<file path="src/rtl/imem_loader.sv">
// Byte-stream boot loader: parses a {len_lo, len_hi, payload, xor} frame and writes the payload
// into instruction memory from address 0 through a registered byte write port.
module imem_loader #(
    parameter int unsigned MEM_BYTES = 109,
    parameter int unsigned ADDR_W    = 7
) (
    input  logic              clk,
    input  logic              reset,
    input  logic              start_i,
    input  logic              in_valid_i,
    input  logic [7:0]        in_data_i,
    output logic              in_ready_o,
    output logic              mem_we_o,
    output logic [ADDR_W-1:0] mem_addr_o,
    output logic [7:0]        mem_wdata_o,
    output logic              busy_o,
    output logic              core_hold_o,
    output logic              done_o,
    output logic              error_o,
    output logic [ADDR_W:0]   bytes_written_o
);

    localparam logic [15:0]     MaxLen = 16'(MEM_BYTES);
    localparam logic [ADDR_W:0] BwOne  = (ADDR_W + 1)'(1);

    typedef enum logic [2:0] {
        StIdle,
        StLenLo,
        StLenHi,
        StData,
        StCsum,
        StFinish,
        StFail
    } state_e;

    state_e            state_q, state_d;
    logic              in_ready_q, in_ready_d;
    logic              mem_we_q, mem_we_d;
    logic [ADDR_W-1:0] mem_addr_q, mem_addr_d;
    logic [7:0]        mem_wdata_q, mem_wdata_d;
    logic              error_q, error_d;
    logic [ADDR_W:0]   bytes_written_q, bytes_written_d;
    logic [15:0]       len_q, len_d;
    logic [7:0]        csum_q, csum_d;

    logic              accept;
    logic [ADDR_W:0]   bw_inc;
    logic [15:0]       len_new;

    assign accept  = in_valid_i && in_ready_q;
    assign bw_inc  = bytes_written_q + BwOne;
    assign len_new = {in_data_i, len_q[7:0]};

    always_ff @(posedge clk) begin
        if (reset) begin
            state_q         <= StIdle;
            in_ready_q      <= 1'b0;
            mem_we_q        <= 1'b0;
            mem_addr_q      <= '0;
            mem_wdata_q     <= '0;
            error_q         <= 1'b0;
            bytes_written_q <= '0;
            len_q           <= '0;
            csum_q          <= '0;
        end else begin
            state_q         <= state_d;
            in_ready_q      <= in_ready_d;
            mem_we_q        <= mem_we_d;
            mem_addr_q      <= mem_addr_d;
            mem_wdata_q     <= mem_wdata_d;
            error_q         <= error_d;
            bytes_written_q <= bytes_written_d;
            len_q           <= len_d;
            csum_q          <= csum_d;
        end
    end

    always_comb begin
        state_d         = state_q;
        mem_we_d        = 1'b0;
        mem_addr_d      = mem_addr_q;
        mem_wdata_d     = mem_wdata_q;
        error_d         = error_q;
        bytes_written_d = bytes_written_q;
        len_d           = len_q;
        csum_d          = csum_q;

        unique case (state_q)
            StIdle: begin
                if (start_i) begin
                    error_d         = 1'b0;
                    bytes_written_d = '0;
                    csum_d          = '0;
                    state_d         = StLenLo;
                end
            end
            StLenLo: begin
                if (accept) begin
                    len_d[7:0] = in_data_i;
                    state_d    = StLenHi;
                end
            end
            StLenHi: begin
                if (accept) begin
                    len_d[15:8] = in_data_i;
                    // Rejecting oversize frames here is what keeps every write below MEM_BYTES.
                    if (len_new > MaxLen) begin
                        error_d = 1'b1;
                        state_d = StFail;
                    end else if (len_new == 16'd0) begin
                        state_d = StCsum;
                    end else begin
                        state_d = StData;
                    end
                end
            end
            StData: begin
                if (accept) begin
                    csum_d          = csum_q ^ in_data_i;
                    mem_we_d        = 1'b1;
                    mem_addr_d      = bytes_written_q[ADDR_W-1:0];
                    mem_wdata_d     = in_data_i;
                    bytes_written_d = bw_inc;
                    if (16'(bw_inc) == len_q) begin
                        state_d = StCsum;
                    end
                end
            end
            StCsum: begin
                if (accept) begin
                    if (in_data_i == csum_q) begin
                        state_d = StFinish;
                    end else begin
                        error_d = 1'b1;
                        state_d = StFail;
                    end
                end
            end
            StFinish: state_d = StIdle;
            StFail:   state_d = StIdle;
            default:  state_d = StIdle;
        endcase

        in_ready_d = (state_d == StLenLo) || (state_d == StLenHi) ||
                     (state_d == StData)  || (state_d == StCsum);
    end

    assign in_ready_o      = in_ready_q;
    assign mem_we_o        = mem_we_q;
    assign mem_addr_o      = mem_addr_q;
    assign mem_wdata_o     = mem_wdata_q;
    assign busy_o          = (state_q != StIdle);
    assign core_hold_o     = busy_o;
    assign done_o          = (state_q == StFinish) || (state_q == StFail);
    assign error_o         = error_q;
    assign bytes_written_o = bytes_written_q;

endmodule
</file>
<file path="config.mk">
export PLATFORM = sky130hd
export DESIGN_NAME = imem_loader
export DESIGN_NICKNAME = d
export VERILOG_FILES = /design/src/rtl/imem_loader.sv
export SDC_FILE = /design/constraint.sdc
export NUM_CORES = 1
export LEC_CHECK = 0
export ABC_CLOCK_PERIOD_IN_PS = 4800
export CAP_MARGIN = 30
export CORE_ASPECT_RATIO = 1.2
export CORE_MARGIN = 2
export CORE_UTILIZATION = 55
export CTS_BUF_LIST = sky130_fd_sc_hd__clkbuf_8
export DETAILED_ROUTE_END_ITERATION = 6
export PLACE_DENSITY = 0.85
export SYNTH_ARGS = -nofsm -noshare
export SYNTH_HDL_FRONTEND = slang
export SYNTH_SLANG_ARGS = --single-unit
</file>
<file path="constraint.sdc">
create_clock -name clk -period 4.8 [get_ports clk]
set_clock_uncertainty 0.15 [all_clocks]
set_input_delay 1.2 -clock clk [delete_from_list [all_inputs] [get_ports clk]]
set_output_delay 1.2 -clock clk [all_outputs]
set_load 0.02 [all_outputs]
</file>
==> tab_implementation.tex, run 1 <==
\begin{tabular}{lr}
\hline
Metric & Value \\
\hline
\multicolumn{2}{l}{\textbf{Critical path}} \\
\quad Worst Setup Path Type & in2reg \\
\quad CP Data Arrival Time & 3.32 ns \\
\quad CP delay by family, top & simple AND/OR/NAND/NOR gates \\
\quad End of the worst register-to-register path & csum\_q[2] \\
\quad Startpoint kind of the worst setup timing path & primary input \\
\quad Flop2flop setup slack & 2.23 ns \\
\quad Buffers and inverters on the worst path & 2 \\
\quad Worst flop-to-flop path startpoint & state\_q[0] \\
\quad Highest net fanout along the worst path & 24 \\
\quad Crit path max-delay cell type & nand2\_1 \\
\quad CP Cell Sequence & clkdlybuf4s50\_1 > and2\_1 > nand2\_1 > buf\_4 > nor2\_1 > nor2\_1 > a211oi\_2 \\
\quad Crit-path max cell delay & 0.55 ns \\
\quad Length in cells of the worst reg-to-reg path & 5 \\
\quad Kind of end point of the critical path & register \\
\quad CP dominant cell by count & nor2\_1 \\
\quad Worst path required time & 4.87 ns \\
\multicolumn{2}{l}{\textbf{Placement}} \\
\quad HPWL after detailed placement & 4230 um \\
\quad Port bufs & 40 \\
\quad Total placed instance area & 3060 um2 \\
\quad Pre-CTS WS & 1.29 ns \\
\quad Routability Congestion & 0.829 \\
\multicolumn{2}{l}{\textbf{STA}} \\
\quad Final slew viol count & 0 \\
\quad Min setup slack post-route & 1.56 ns \\
\quad Maximum operating frequency & 308 MHz \\
\quad Total Negative Setup Slacks & 0 ns \\
\quad Headroom to the max-slew limit & 0.292 \\
\quad Worst hold slack across all endpoints & 0.312 ns \\
\quad Final count of hold timing violations & 0 \\
\quad Setup repair after global routing missed its margin & false \\
\quad Final min period & 3.24 ns \\
\quad Transition at the pin with the smallest max-transition slack & 1.05 ns \\
\quad Final setup violation count & 0 \\
\quad Portion of the clock cycle consumed by the worst path in the final layout & 0.676 \\
\multicolumn{2}{l}{\textbf{Synthesis}} \\
\quad Commonest register cell after synthesis & dfxtp\_1 \\
\quad Syn Inst Count & 322 \\
\quad Post-Synthesis Cell Area & 2730 um2 \\
\quad Proportion of synthesized flip-flops having asynchronous set or reset & 0 \\
\quad Dominant cell type by area after synthesis & dfxtp\_1 \\
\quad Post-synth EDFFs & 0 \\
\quad Nets in the synthesized netlist & 335 \\
\quad Portion of synthesized cell area occupied by the leading cell type & 0.389 \\
\quad Number of library cell types mapped by synthesis & 55 \\
\quad Number of storage elements in the synthesis netlist & 53 \\
\quad Number of warning messages in the yosys log & 0 \\
\quad Main area contributors after synthesis & dfxtp\_1 (39\%), nor2\_1 (6.5\%), a21oi\_1 (6.4\%), mux2i\_1 (5.9\%), nand2\_1 (5.4\%) \\
\quad Synthesized area per cell & 8.46 um2 \\
\quad Fraction of the yosys area taken by sequential cells & 0.389 \\
\multicolumn{2}{l}{\textbf{Floorplan}} \\
\quad Number of placement rows & 28 \\
\quad Die height & 81.1 um \\
\quad Total die area & 5540 um2 \\
\quad Top-level I/O count & 41 \\
\quad Floorplan core area & 4870 um2 \\
\quad Horizontal die dimension & 68.3 um \\
\quad Starting density of the core & 0.560 \\
\multicolumn{2}{l}{\textbf{Routing}} \\
\quad Via count & 2352 \\
\quad Average wire per cell in the routed design & 15.0 um \\
\quad Count of antenna-violating nets left after detailed routing & 0 \\
\quad Via density per instance & 5.79 \\
\quad Drt initial violations & 131 \\
\quad Drt total wl & 6100 um \\
\quad Total iterations of the first detailed-routing run & 4 \\
\quad Post-route DRC violation count & 0 \\
\multicolumn{2}{l}{\textbf{Final layout}} \\
\quad Final cell area excluding filler cells & 3150 um2 \\
\quad Antenna cell count & 0 \\
\quad Syn-to-layout area delta & 15.6\% \\
\quad Final Net Count & 359 \\
\quad Filler cell count & 415 \\
\quad Share of final-layout standard cells stronger than drive strength 1 & 0.0925 \\
\multicolumn{2}{l}{\textbf{Clock tree}} \\
\quad Root buffer cell & clkbuf\_8 \\
\quad Inserted Clock Buffers & 5 \\
\quad Setup Buffers After CTS & 0 \\
\quad Clk buf depth & 2 \\
\quad Number of clock sinks & 53 \\
\quad Resize count post-CTS & 0 \\
\quad CTS tree & built \\
\quad Hold Buf Count CTS & 0 \\
\quad Clock-pin slew on the worst setup and hold paths & 0.09 ns \\
\quad H-tree depth reported by CTS & 2 \\
\quad Later-pin clock latency in the skew report & 0.30 ns \\
\multicolumn{2}{l}{\textbf{Global routing}} \\
\quad First-pass GRT wire length & 9890 um \\
\quad Overflow after GRT & 0 \\
\quad Largest net degree at the start of global routing & 55 \\
\quad Number of global-route vias before repair & 2156 \\
\quad All-Layer GR Usage & 0.234 \\
\quad Number of antenna violations at the first check in global routing & 0 \\
\multicolumn{2}{l}{\textbf{Worst hold path}} \\
\quad Number of cells on the worst hold path & 2 \\
\quad Path class of the lowest-slack min-delay path & reg2reg \\
\quad Worst hold start & mem\_addr\_o[4] \\
\quad Sink of the worst hold path & mem\_addr\_o[4] \\
\multicolumn{2}{l}{\textbf{Run}} \\
\quad Maximum capacitance violations & 0 \\
\multicolumn{2}{l}{\textbf{Outcome}} \\
\quad Run status & finished, final reports clean \\
\multicolumn{2}{l}{\textbf{Power}} \\
\quad Total leakage power & 0.00107 uW \\
\quad Pwr Density & 253 nW/um2 \\
\quad Worst IR Drop VDD & 0.191 mV \\
\quad Overall power after layout & 796 uW \\
\hline
\end{tabular}
placed cells by master (no fill, tap or decap), drive strengths merged, types with 2 or more instances in the layout:
master         synthesis  routed
nor4                   7       7
xor2                   3       3
o22ai                  3       3
nor2                  47      47
a31oi                  3       3
clkdlybuf4s50          0      39
o221ai                 3       3
dfxtp                 53      53
a21oi                 35      35
clkbuf                10       6
and2                   2       2
mux2i                 16      16
o21ai                 11      11
a211oi                 7       7
a32oi                  2       2
nand2b                 2       2
nor3                   9       9
nand2                 39      39
and3                   2       2
xnor2                 13      13
nand3                  6       6
nor2b                  2       2
nand4b                 2       2
or2                    4       4
inv                    5       6
nand4                  5       5
and4                   3       3
buf                   15       3
final cells by class:
cell class	count	area (um2)	share of cell area
multi-input combinational	239	1500	0.476
sequential	53	1060	0.337
timing repair buffer	42	410	0.130
clock buffer	6	82.6	0.0262
tap	60	75.1	0.0238
inverter	5	18.8	0.00596
clock inverter	1	3.75	0.00119
tightest hold or removal path: cells and delay by family (launching register included):
family           cells  cell delay [ns]
AND/OR/NAND/NOR      1             0.05
flip-flops           1             0.32
AO/OA/AOI/OAI        1             0.05
kinds of logic (layout without fill, tap and decap cells):
group                      count (synthesis)  count (layout)  share of synthesized area
xor gates and xnor gates                  16              16                     0.0514
AOI/OAI and AO/OA                         75              75                      0.190
DFF                                       53              53                      0.389
buffers and inverters                     30              54                     0.0606
adders and majority gates                  1               1                    0.00459
muxes                                     16              16                     0.0588
and+or+nand+nor                          131             131                      0.245
cells in the mapped netlist (all sizes together) (4+ instances only):
master and number:
a21oi 35, nor4 7, nand2 39, xnor2 13, nor3 9, a211oi 7, nand4 5, dfxtp 53
nor2 47, o21ai 11, clkbuf 10, or2 4, mux2i 16, buf 15, inv 5, nand3 6
sequential cells by signal (all words and copies together) (netlist names):
name	cells
len_q	16
state_q	3
error_o	1
bytes_written_o	8
mem_wdata_o	8
mem_addr_o	7
mem_we_o	1
csum_q	8
in_ready_o	1
metal layers:
layer  GRT usage  routed length (um)  vias up
met4       0.110                 121        0
met2       0.390                3050       52
met5           0                   0        -
met3      0.0346                 210       13
li1            -                   -     1173
met1       0.293                2710     1114
how the worst max path moves through the flow:
stage / start / endpoint / slack (ns) / cells after the start
floorplan: in_data_i[5] / state_q[1] / 2.18 / 7
global placement: in_valid_i / csum_q[6] / 1.30 / 7
detailed placement: in_valid_i / csum_q[5] / 1.29 / 7
CTS: state_q[0] / busy_o / 1.59 / 3
global route: in_valid_i / csum_q[1] / 1.42 / 6
finish: in_valid_i / csum_q[5] / 1.56 / 7
power breakdown:
| part | switching (uW) | internal (uW) | total (uW) |
|---|---|---|---|
| logic | 56.2 | 36.9 | 93.0 |
| registers | 8.89 | 445 | 453 |
| clock network | 137 | 113 | 250 |
per-stage QoR:
stage,std cells,util
floorplan,322,-
global placement,399,0.629
detailed placement,399,0.629
CTS,406,0.647
global route,406,0.647
finish,406,0.647
(Power assumes the default switching activity.)
==> run 2: changes to the inputs <==
--- a/config.mk
+++ b/config.mk
@@ -5,7 +5,7 @@
 export SDC_FILE = /design/constraint.sdc
 export NUM_CORES = 1
 export LEC_CHECK = 0
-export ABC_CLOCK_PERIOD_IN_PS = 4800
+export ABC_CLOCK_PERIOD_IN_PS = 3100
 export CAP_MARGIN = 30
 export CORE_ASPECT_RATIO = 1.2
 export CORE_MARGIN = 2
==> constraint.sdc (replaced) <==
create_clock -name clk -period 3.1 [get_ports clk]
set_clock_uncertainty 0.15 [all_clocks]
set_input_delay 0.775 -clock clk [delete_from_list [all_inputs] [get_ports clk]]
set_output_delay 0.775 -clock clk [all_outputs]
set_load 0.02 [all_outputs]
==> run 2 against run 1 <==
Against the previous run: clock power grew 89%; clock-buffer cell count shrank 1; register-to-register slack lost 1.5 ns; cell area grew 2.0%; critical path depth shrank 4.
==> tab_implementation.tex, run 2 (same netlist as run 1, synthesis figures left out) <==
\begin{tabular}{lr}
\hline
Metric & Value \\
\hline
\multicolumn{2}{l}{\textbf{Clock tree}} \\
\quad Hold Buf Count CTS & 0 (unchanged) \\
\quad Clock-pin slew on the worst setup and hold paths & 0.09 ns (about the same) \\
\quad Inserted Clock Buffers & 5 (unchanged) \\
\quad Resize count post-CTS & 0 (unchanged) \\
\quad Setup Buffers After CTS & 0 (unchanged) \\
\quad Root buffer cell & clkbuf\_8 \\
\quad Number of clock sinks & 53 (unchanged) \\
\quad Clk buf depth & 2 (unchanged) \\
\quad H-tree depth reported by CTS & 2 (unchanged) \\
\quad CTS tree & built \\
\quad Later-pin clock latency in the skew report & 0.31 ns (about the same) \\
\multicolumn{2}{l}{\textbf{Global routing}} \\
\quad Largest net degree at the start of global routing & 32 (-42\%) \\
\quad Number of antenna violations at the first check in global routing & 0 (unchanged) \\
\quad All-Layer GR Usage & 0.243 (+0.00929) \\
\quad Overflow after GRT & 0 (unchanged) \\
\quad First-pass GRT wire length & 10300 um (+4.4\%) \\
\quad Number of global-route vias before repair & 2249 (+4.3\%) \\
\multicolumn{2}{l}{\textbf{Routing}} \\
\quad Average wire per cell in the routed design & 14.7 um (-1.9\%) \\
\quad Drt total wl & 6070 um (-0.46\%) \\
\quad Post-route DRC violation count & 0 (unchanged) \\
\quad Count of antenna-violating nets left after detailed routing & 0 (unchanged) \\
\quad Total iterations of the first detailed-routing run & 6 (+2) \\
\quad Drt initial violations & 229 (+75\%) \\
\quad Via density per instance & 5.84 (+0.89\%) \\
\quad Via count & 2408 (+2.4\%) \\
\multicolumn{2}{l}{\textbf{Final layout}} \\
\quad Max reg flops & 16 (unchanged) \\
\quad Final Net Count & 364 (+1.4\%) \\
\quad Register bank with the most flops & len\_q \\
\quad Commonest cells after routing, fill and taps aside & dfxtp\_1 (53), nor2\_1 (47), nand2\_1 (39), clkdlybuf4s50\_1 (39), a21oi\_1 (35) \\
\quad Antenna cell count & 0 (unchanged) \\
\quad Share of final-layout standard cells stronger than drive strength 1 & 0.108 (+0.0155) \\
\quad Final core utilization & 0.660 (+0.0128) \\
\quad Syn-to-layout area delta & 17.9\% \\
\quad Most common library cell in the layout ignoring fill and taps & dfxtp\_1 \\
\multicolumn{2}{l}{\textbf{STA}} \\
\quad Min setup slack post-route & 0.311 ns (-1.25 ns) \\
\quad Maximum operating frequency & 359 MHz \\
\quad Transition at the pin with the smallest max-transition slack & 0.600 ns (-0.455 ns) \\
\quad Portion of the clock cycle consumed by the worst path in the final layout & 0.900 \\
\quad Total Negative Setup Slacks & 0 ns (unchanged) \\
\quad Final count of hold timing violations & 0 (unchanged) \\
\quad Headroom to the max-slew limit & 0.600 (+0.308) \\
\quad Final slew viol count & 0 (unchanged) \\
\quad Final min period & 2.79 ns \\
\quad Setup repair after global routing missed its margin & false \\
\quad Final setup violation count & 0 (unchanged) \\
\multicolumn{2}{l}{\textbf{Placement}} \\
\quad Routability Congestion & 0.846 (+2.1\%) \\
\quad HPWL after detailed placement & 4210 um (-0.59\%) \\
\quad Port bufs & 40 (unchanged) \\
\quad Pre-CTS WS & 0.313 ns (-0.977 ns) \\
\multicolumn{2}{l}{\textbf{Critical path}} \\
\quad Worst Setup Path Type & reg2out \\
\quad CP Data Arrival Time & 1.86 ns (-1.46 ns) \\
\quad Worst path required time & 2.17 ns (-2.70 ns) \\
\quad Kind of end point of the critical path & output port \\
\quad Startpoint kind of the worst setup timing path & register \\
\quad Worst flop-to-flop path startpoint & bytes\_written\_o[0] \\
\quad Highest net fanout along the worst path & 9 (-63\%) \\
\quad CP startpoint & state\_q[0] \\
\multicolumn{2}{l}{\textbf{Outcome}} \\
\quad Run status & finished, final reports clean \\
\multicolumn{2}{l}{\textbf{Worst hold path}} \\
\quad Path class of the lowest-slack min-delay path & reg2reg \\
\quad Worst hold start & mem\_addr\_o[0] \\
\multicolumn{2}{l}{\textbf{Floorplan}} \\
\quad Top-level I/O count & 41 (unchanged) \\
\quad Total die area & 5540 um2 (unchanged) \\
\quad Number of placement rows & 28 (unchanged) \\
\quad Starting density of the core & 0.560 (unchanged) \\
\quad Die height & 81.1 um (unchanged) \\
\quad Horizontal die dimension & 68.3 um (unchanged) \\
\quad Floorplan core area & 4870 um2 (unchanged) \\
\multicolumn{2}{l}{\textbf{Power}} \\
\quad Worst IR Drop VDD & 0.258 mV (+35\%) \\
\quad Share of total power in combinational logic & 0.110 (-0.007) \\
\quad Pwr Density & 411 nW/um2 (+62\%) \\
\quad Internal Dissipation & 986 uW (+66\%) \\
\quad Share of total power in sequential cells & 0.532 (-0.037) \\
\quad Total leakage power & 0.00110 uW (+3.3\%) \\
\quad Clock network fraction of design power & 0.357 (+0.043) \\
\quad Net switching power figure & 333 uW (+64\%) \\
\quad Net switching fraction of the power & 0.252 (-0.00182) \\
\multicolumn{2}{l}{\textbf{Run}} \\
\quad Maximum capacitance violations & 0 (unchanged) \\
\hline
\end{tabular}
## run 2: cell count changes in the layout (fill, tap and decap cells not counted), sizes merged
cell	before	now
buf	3	8
bufinv	0	1
clkbuf	6	5
clkinv	0	1
## run 2: layout make-up
| class | count | area (um2) |
|---|---|---|
| Tap cell | 60 | 75.1 |
| Timing Repair Buffer | 47 | 448 |
| Clock buffer | 5 | 68.8 |
| Sequential cell | 53 | 1060 |
| Fill cell | 399 | 1660 |
| Inverter | 5 | 18.8 |
| Clock inverter | 3 | 42.5 |
| Multi-Input combinational cell | 239 | 1500 |
## run 2: path summary, 6_finish.rpt
path	to	slack [ns]	cells past startpoint
setup / recovery	busy_o	0.31	3
hold / removal	mem_addr_o[0]	0.31	2
hold reg to reg	mem_addr_o[0]	0.31	2
setup reg to reg	state_q[1]	0.75	6
## run 2: power groups by stage
stage	logic, uW	clock network [uW]	registers (uW)
6_report	145	472	702
3_3_place_gp	141	0	717
4_1_cts	144	476	702
2_1_floorplan	108	0	713
5_1_grt	158	505	704
3_5_place_dp	144	0	718
## run 2: through the flow
stage               hold slack (ns)  instances  total power (uW)  cell area (um2)
floorplan                     0.311        322               821             2730
global placement              0.294        404               859             3100
detailed placement            0.300        404               862             3100
CTS                           0.313        412              1320             3210
global route                  0.338        412              1370             3210
finish                        0.308        412              1320             3210
## run 2: routing by layer
metal  part of all wire  vias to the layer above  global-route usage
met5                  0                        -                   0
li1                   -                     1183                   -
met3              0.050                       10              0.0499
met4              0.020                        0              0.0920
met2               0.50                       76               0.399
met1               0.43                     1139               0.312
## run 2: critical path, cell delays in order (launching register included)
cell and delay [ns]:
dfxtp_1 0.58, inv_2 0.20, nand3_1 0.16, clkdlybuf4s50_1 0.61
